## config.mk

```make
export PLATFORM = sky130hd
export DESIGN_NAME = rr_select4
export DESIGN_NICKNAME = d
export VERILOG_FILES = /design/src/rtl/rr_select4.sv
export SDC_FILE = /design/constraint.sdc
export NUM_CORES = 1
export LEC_CHECK = 0
export ABC_AREA = 1
export CORE_AREA = 2 2 43 64
export DETAILED_ROUTE_END_ITERATION = 6
export DIE_AREA = 0 0 45 66
export DONT_BUFFER_PORTS = 1
export GPL_TIMING_DRIVEN = 0
export PLACE_DENSITY_LB_ADDON = 0.12
export SLEW_MARGIN = 20
export SYNTH_ARGS = -nofsm -noshare
export SYNTH_HDL_FRONTEND = slang
export SYNTH_SLANG_ARGS = --single-unit
export TNS_END_PERCENT = 1
```

## constraint.sdc

```tcl
create_clock -name clk -period 1.95 [get_ports clk]
set_clock_uncertainty 0.1 [all_clocks]
set_input_delay 0.39 -clock clk [delete_from_list [all_inputs] [get_ports clk]]
set_output_delay 0.39 -clock clk [all_outputs]
set_load 0.01 [all_outputs]
```

## src/rtl/rr_select4.sv

```systemverilog
// Round-robin controller for a 4:1 mux: grants one requesting channel at a time
// for up to BURST transfers, then rotates to the next requester without a bubble.
module rr_select4 #(
  parameter int unsigned BURST = 4
) (
  input  logic       clk,
  input  logic       rst_n,
  input  logic [3:0] req_valid,
  output logic [3:0] req_ready,
  output logic [1:0] sel,
  output logic       out_valid,
  input  logic       out_ready,
  output logic       grant_active
);

  localparam int CW = $clog2(BURST + 1);

  typedef enum logic {
    IDLE  = 1'b0,
    GRANT = 1'b1
  } state_t;

  state_t          state, state_n;
  logic [1:0]      sel_n;
  logic [1:0]      last, last_n;
  logic [CW-1:0]   cnt, cnt_n;

  logic            xfer;
  logic            burst_done;
  logic            release_now;
  logic [1:0]      search_base;
  logic            win_found;
  logic [1:0]      win_idx;

  // Search last+1, last+2, last+3, last; k=4 wraps back to the base itself,
  // which is what lets a lone requester be re-granted after a full burst.
  function automatic logic [2:0] rr_pick(input logic [3:0] req, input logic [1:0] base);
    logic       found;
    logic [1:0] idx;
    logic [1:0] pick;
    found = 1'b0;
    pick  = 2'b00;
    for (int k = 1; k <= 4; k++) begin
      idx = base + 2'(k);
      if (!found && req[idx]) begin
        found = 1'b1;
        pick  = idx;
      end
    end
    return {found, pick};
  endfunction

  // While granted, last always equals sel; using sel directly keeps the
  // re-arbitration base obviously tied to the channel being released.
  assign search_base          = (state == GRANT) ? sel : last;
  assign {win_found, win_idx} = rr_pick(req_valid, search_base);

  assign xfer        = (state == GRANT) && req_valid[sel] && out_ready;
  assign burst_done  = xfer && ((cnt + CW'(1)) == CW'(BURST));
  assign release_now = burst_done || !req_valid[sel];

  always_comb begin
    // NOTE: every variable gets a default first so no path leaves one unassigned (no latches).
    state_n = state;
    sel_n   = sel;
    last_n  = last;
    cnt_n   = cnt;
    unique case (state)
      IDLE: begin
        if (win_found) begin
          state_n = GRANT;
          sel_n   = win_idx;
          last_n  = win_idx;
          cnt_n   = '0;
        end
      end
      GRANT: begin
        if (release_now) begin
          cnt_n = '0;
          if (win_found) begin
            sel_n  = win_idx;
            last_n = win_idx;
          end else begin
            state_n = IDLE;
          end
        end else if (xfer) begin
          cnt_n = cnt + CW'(1);
        end
      end
      default: state_n = IDLE;
    endcase
  end

  // NOTE: sequential state uses non-blocking assignments so all registers update together.
  always_ff @(posedge clk or negedge rst_n) begin
    if (!rst_n) begin
      state <= IDLE;
      sel   <= 2'b00;
      last  <= 2'b11;
      cnt   <= '0;
    end else begin
      state <= state_n;
      sel   <= sel_n;
      last  <= last_n;
      cnt   <= cnt_n;
    end
  end

  // Outputs decode from registered state/sel plus live inputs; reset forces IDLE,
  // so they drop immediately when rst_n falls.
  assign grant_active = (state == GRANT);
  assign out_valid    = grant_active && req_valid[sel];
  assign req_ready    = grant_active ? ({3'b000, out_ready} << sel) : 4'b0000;

endmodule
```

## Word-level counts from Yosys, hierarchy flattened

Index checks and enable logic that the tools add are counted.

| storage, ports and cells | value |
|---|---|
| register bits after elaboration | 8 |
| bits in latches | 0 |
| bits in writable memories | 0 |
| bits in read-only memories | 0 |
| input port bits | 7 |
| output and inout bits | 8 |
| logic and storage cells | 64 |
| memories | 0 |

| operators by class | value |
|---|---|
| add/subtract/negate cells | 4 |
| multipliers | 0 |
| div/mod/pow operators | 0 |
| magnitude comparators | 5 |
| equal/unequal tests | 4 |
| shift operators | 1 |
| mux-type cells | 33 |
| bitwise logic cells | 1 |
| reductions and logical operators | 12 |

Operator list:

| operator | number |
|---|---|
| 2-bit two-way mux | 9 |
| 2-bit by 3-bit < comparator with 1-bit output, second input constant | 5 |
| 1-bit two-way mux | 11 |
| 1-bit binary-select mux with 2-bit select | 5 |
| 3-bit two-way mux | 3 |
| 2-bit one-hot mux with 2 select lines | 2 |
| 1-bit logical AND | 6 |
| 3-bit one-hot mux with 2 select lines | 1 |
| 2-bit adder, second input constant | 2 |
| 1-bit logical NOT | 4 |
| 4-bit two-way mux | 1 |
| 1-bit by 2-bit left shift with 4-bit output | 1 |
| 3-bit by 1-bit adder with 3-bit output, second input constant | 1 |
| 3-bit == test, second input constant | 1 |
| 3-bit by 1-bit inequality test with 1-bit output, second input constant | 1 |
| 2-bit by 1-bit adder with 2-bit output, second input constant | 1 |
| 2-bit by 1-bit inequality test with 1-bit output, second input constant | 1 |
| 2-bit inequality test, second input constant | 1 |
| 1-bit one-hot mux with 2 select lines | 1 |
| 2-bit AND reduction | 1 |
| 1-bit logical OR | 1 |
| 1-bit NOT | 1 |

## Depth between registers and ports, before layout

| depth | value |
|---|---|
| word-level depth | 17 |
| gate-level depth with buffers | 13 |
| mapped depth without buffers | 13 |

## Least setup slack after synthesis

No wires, ideal clock.

| timing path | value |
|---|---|
| kind | register to register |
| from | register state, in the netlist grant_active |
| to | register sel[1] |
| setup time | 0.118 ns |
| arrival | 1.456 ns |
| required time | 1.732 ns |
| path slack | 0.276 ns |
| stages on the path, launching flop included | 13 |
| buffers on the path | 0 |
| clock period less this slack | 1.674 ns |
| path through | dfrtp_1 -> inv_2 -> nand2_2 -> nand2_4 -> nand2_2 -> nand2_4 -> nand2_1 -> nand2_2 -> nand3_1 -> nor2_1 -> nor2_1 -> nand2_1 -> nand2_1 |

| between the ends | value |
|---|---|
| cells in the longest elaborated chain, start to end | 17 |
| elaborated cells between the ends (all ways) | 35 |

Ends and longest elaborated chain:

| element | RTL line | text |
|---|---|---|
| start, declared | 23 | `state_t state, state_n;` |
| start signal, assigned | 102 | `state <= state_n;` |
| 2-bit two-way mux | 55 | `assign search_base = (state == GRANT) ? sel : last;` |
| 2-bit by 1-bit adder with 2-bit output | 44 | `idx = base + 2'(k);` |
| 1-bit binary-select mux with 2-bit select | 45 | `if (!found && req[idx]) begin` |
| 1-bit two-way mux (not written as such) | 45 |  |
| 1-bit two-way mux | 45 |  |
| 1-bit logical NOT | 45 |  |
| 1-bit logical AND | 45 |  |
| 1-bit two-way mux | 45 |  |
| 1-bit logical NOT | 45 |  |
| 1-bit logical AND | 45 |  |
| 1-bit two-way mux | 45 |  |
| 1-bit logical NOT | 45 |  |
| 1-bit logical AND | 45 |  |
| 2-bit two-way mux or 1-bit two-way mux (tied branches) | 45 |  |
| 2-bit two-way mux | 70, 80 |  |
| 2-bit two-way mux | 78 | `if (release_now) begin` |
| 2-bit one-hot mux with 2 select lines | 68 | `unique case (state)` |
| end signal, assigned | 103 | `sel <= sel_n;` |
| end, declared | 10 | `output logic [1:0] sel,` |

Parallel ways exist; a longest one is shown, timed or not. The select of a mux whose other input is x is not followed.
A chain may end at the register's enable or synchronous reset.

## Worst setup path after layout

| timing path | value |
|---|---|
| from | register state, in the netlist grant_active |
| to | register cnt[1] |

| between the ends | value |
|---|---|
| cells in the longest elaborated chain, start to end | 16 |
| elaborated cells between the ends (all ways) | 32 |

Ends and longest elaborated chain:

| element | RTL line | text |
|---|---|---|
| 2-bit two-way mux | 55 |  |
| 2-bit by 1-bit adder with 2-bit output | 44 |  |
| 1-bit binary-select mux with 2-bit select | 45 |  |
| 1-bit two-way mux (not written as such) | 45 |  |
| 1-bit two-way mux | 45 |  |
| 1-bit logical NOT | 45 |  |
| 1-bit logical AND | 45 |  |
| 1-bit two-way mux | 45 |  |
| 1-bit logical NOT | 45 |  |
| 1-bit logical AND | 45 |  |
| 1-bit two-way mux | 45 |  |
| 1-bit logical NOT | 45 |  |
| 1-bit logical AND | 45 |  |
| 1-bit two-way mux | 45 |  |
| 2-bit inequality test (no line) | - |  |
| 2-bit AND reduction (no line) | - |  |
| end signal, assigned | 105 | `cnt <= cnt_n;` |
| end, declared | 26 | `logic [CW-1:0] cnt, cnt_n;` |

Parallel ways exist; a longest one is shown, timed or not. The select of a mux whose other input is x is not followed.

==> impl_metrics.json <==
{
  "area_growth_pct": 22.4,
  "drt_pre_antenna_iters": 3,
  "track_usage_pct": 15.1,
  "pwr-share-clk_pct": 7.6,
  "drt-total-wl_um": 2000,
  "p_leak_nw": 0.531,
  "vias": 848,
  "vias_per_cell": 5.02,
  "syn-instance-count": 135,
  "die_y_um": 66,
  "status": "finished clean",
  "grt_max_degree": 11,
  "report.final.slew_viol_count": 0,
  "switching_power_w": 0.000958,
  "synth_compound_gate_area_share_pct": 7.30,
  "clkSlewWorstSetupHoldPaths_ns": 0.06,
  "ys_types": 21,
  "grt_pass1_vias": 801,
  "worst_setup_path_end_kind": "register",
  "num_rows": 22,
  "start_util_pct": 33.3,
  "wl_per_cell_um": 11.8,
  "fillers": 269,
  "worst_r2r_path_depth": 13,
  "min_path_cells": 4,
  "worst_slack_ns": 0.118,
  "avgSynthCellArea_um2": 5.97,
  "dpl.hpwl_um": 1610,
  "muxShareOfSynthArea_pct": 0,
  "rrSetupSlack_ns": 0.12,
  "finalSetupViolCount": 0,
  "grt_pass1_wl_um": 3330,
  "cts_buffer_depth": 2,
  "p_seq_share_pct": 20.8,
  "pre_cts_ws_ns": 0.0163,
  "drcViolationCount": 0,
  "cts_tree": "done",
  "worst_pin_slew_ns": 0.373,
  "intPower_w": 0.000783,
  "yosysWarnings": 0,
  "swShare_pct": 55.1,
  "maxCapViolCount": 0,
  "hp-start": "out_ready",
  "synth_top_family_by_area": "simple AND/OR/NAND/NOR gates",
  "drive_gt1_share_pct": 29.7,
  "ant_nets": 0,
  "layout_commonest_cell": "nand2_1",
  "critPathKind": "reg2reg",
  "synth_seq_area_share_pct": 25.2,
  "synth-edff-count": 0,
  "synthAdderAreaFrac_pct": 3.11,
  "cts_num_sinks": 8,
  "place.gp.congestion": 0.793,
  "max-slew-margin-rel_pct": 74.9,
  "nNetsFinal": 155,
  "netlist_area_um2": 806,
  "numCtsBuffers": 3,
  "cp-start-kind": "register",
  "finalHoldViolCount": 0,
  "synth_xor_area_share_pct": 0,
  "async_reset_ff_share_pct": 100,
  "dieWidth_um": 45,
  "final_cell_mix": "nand2_1, inv_1, nand2_2",
  "min_to": "cnt[1]",
  "core_area_um2": 2420,
  "io_buffer_count": 0,
  "antenna_found_initial": 0,
  "whs_ns": 0.327,
  "holdCritPathClass": "in2reg",
  "power_density_nw_per_um2": 1770,
  "antenna_cells": 0,
  "synth_ff_type": "dfrtp_1",
  "grt_overflow": 0,
  "ctsHtreeMaxLevel": 1,
  "drtIter0Drc": 10,
  "fmax_mhz": 546,
  "crit_required_ns": 2.04,
  "die-area_um2": 2970,
  "cts_root_buf": "clkbuf_4",
  "clock_latency_ns": 0.25,
  "syn-num-nets": 144,
  "reg2reg_to": "cnt[1]",
  "arrival_ns": 1.92,
  "synthSimpleGateAreaFrac_pct": 57.0,
  "min_period_over_period_pct": 93.9,
  "comb_power_share_pct": 71.7,
  "fin_crit_ns": 1.83,
  "synth-seq-cells": 8,
  "ios": 15,
  "critPathMaxFanout": 7,
  "vdd_drop_max_mv": 0.706,
  "crit-reg2reg-launch": "grant_active"
}
==> routing by layer <==
metal | track usage [%] | wire length, um
met3 | 1.64 | 33
met1 | 15.4 | 775
met5 | 0 | 0
met2 | 28.9 | 1170
met4 | 6.62 | 20
==> cells by family (layout without fill, tap and decap cells) <==
logic type,after synthesis,count (layout)
AOI/OAI and AO/OA,10,10
buffers and inverters,16,26
and+or+nand+nor,99,99
adders and majority gates,2,2
DFF,8,8
==> registers in the layout (all words and copies together), names as in the netlist <==
signal	count
cnt	3
grant_active	1
last	2
sel	2
==> cell type report <==
class	instances	area, um^2	share of cell area [%]
inverter	16	65.1	6.60
clock buffer	4	26.3	2.66
tap	24	30.0	3.05
timing repair buffer	6	51.3	5.20
multi-input combinational	111	607	61.5
sequential	8	206	20.9
==> power groups by stage <==
| stage | clock [W] | combinational [W] | sequential (W) |
|---|---|---|---|
| after floorplan | 0 | 0.000891 | 0.000314 |
| after global placement | 0 | 0.00106 | 0.000344 |
| after detailed placement | 0 | 0.00106 | 0.000344 |
| after CTS | 0.000140 | 0.00108 | 0.000343 |
| after global routing | 0.000150 | 0.00143 | 0.000368 |
| final | 0.000131 | 0.00125 | 0.000362 |
==> worst max path at each step <==
stage	from	end	slack (ns)	cells after the start
3_5_place_dp	grant_active	sel[0]	0.02	12
4_1_cts	grant_active	sel[0]	0.005	11
2_1_floorplan	grant_active	sel[1]	0.28	12
3_3_place_gp	grant_active	sel[0]	0.01	12
5_1_grt	last[0]	cnt[1]	-0.01	12
6_report	grant_active	cnt[1]	0.12	13
==> stage by stage <==
| stage | utilization, % | std cells | instance area (um^2) | TNS, ns | total power (W) |
|---|---|---|---|---|---|
| 3_3_place_gp | 34.5 | 159 | 836 | 0 | 0.00140 |
| 6_report | 40.7 | 169 | 986 | 0 | 0.00174 |
| 5_1_grt | 40.7 | 169 | 986 | -0.0152 | 0.00195 |
| 4_1_cts | 36.3 | 164 | 878 | 0 | 0.00157 |
| 2_1_floorplan | - | 135 | 806 | 0 | 0.00121 |
| 3_5_place_dp | 34.5 | 159 | 836 | 0 | 0.00141 |
==> cells in the mapped netlist, types with 2 or more instances <==
| library cell | number | area share, % |
|---|---|---|
| ha_1 | 2 | 3.1 |
| nor2_1 | 8 | 3.7 |
| a21oi_1 | 4 | 2.5 |
| dfrtp_1 | 6 | 19 |
| o21ai_0 | 2 | 1.2 |
| nand2_2 | 9 | 7.0 |
| nand4_1 | 3 | 2.3 |
| nand3_1 | 11 | 6.8 |
| dfstp_2 | 2 | 6.5 |
| nand2_1 | 60 | 28 |
| nand2_4 | 3 | 4.2 |
| inv_1 | 15 | 7.0 |
| or2_2 | 2 | 1.6 |
==> worst max-delay path, stage by stage, from the launching register on <==
cell	delay [ns]
dfrtp_2	0.48
clkinv_4	0.14
nand2_8	0.12
nand2_8	0.07
buf_6	0.14
nand2_2	0.07
nand2_4	0.07
nand2_4	0.06
nand2_2	0.05
nor2_4	0.13
nand4_1	0.13
nand2_2	0.12
nand2_1	0.06
nand2_1	0.05
==> what timing repair did <==
item,4_1_cts,5_1_grt
hold buffers,1,0
setup endpoints to repair,1,8
gates cloned,0,0
buffers inserted,0,5
gates resized for setup,2,23
hold endpoints to repair,8,0
pin swaps,0,8
Note: power is estimated with default switching activity, not from simulation.
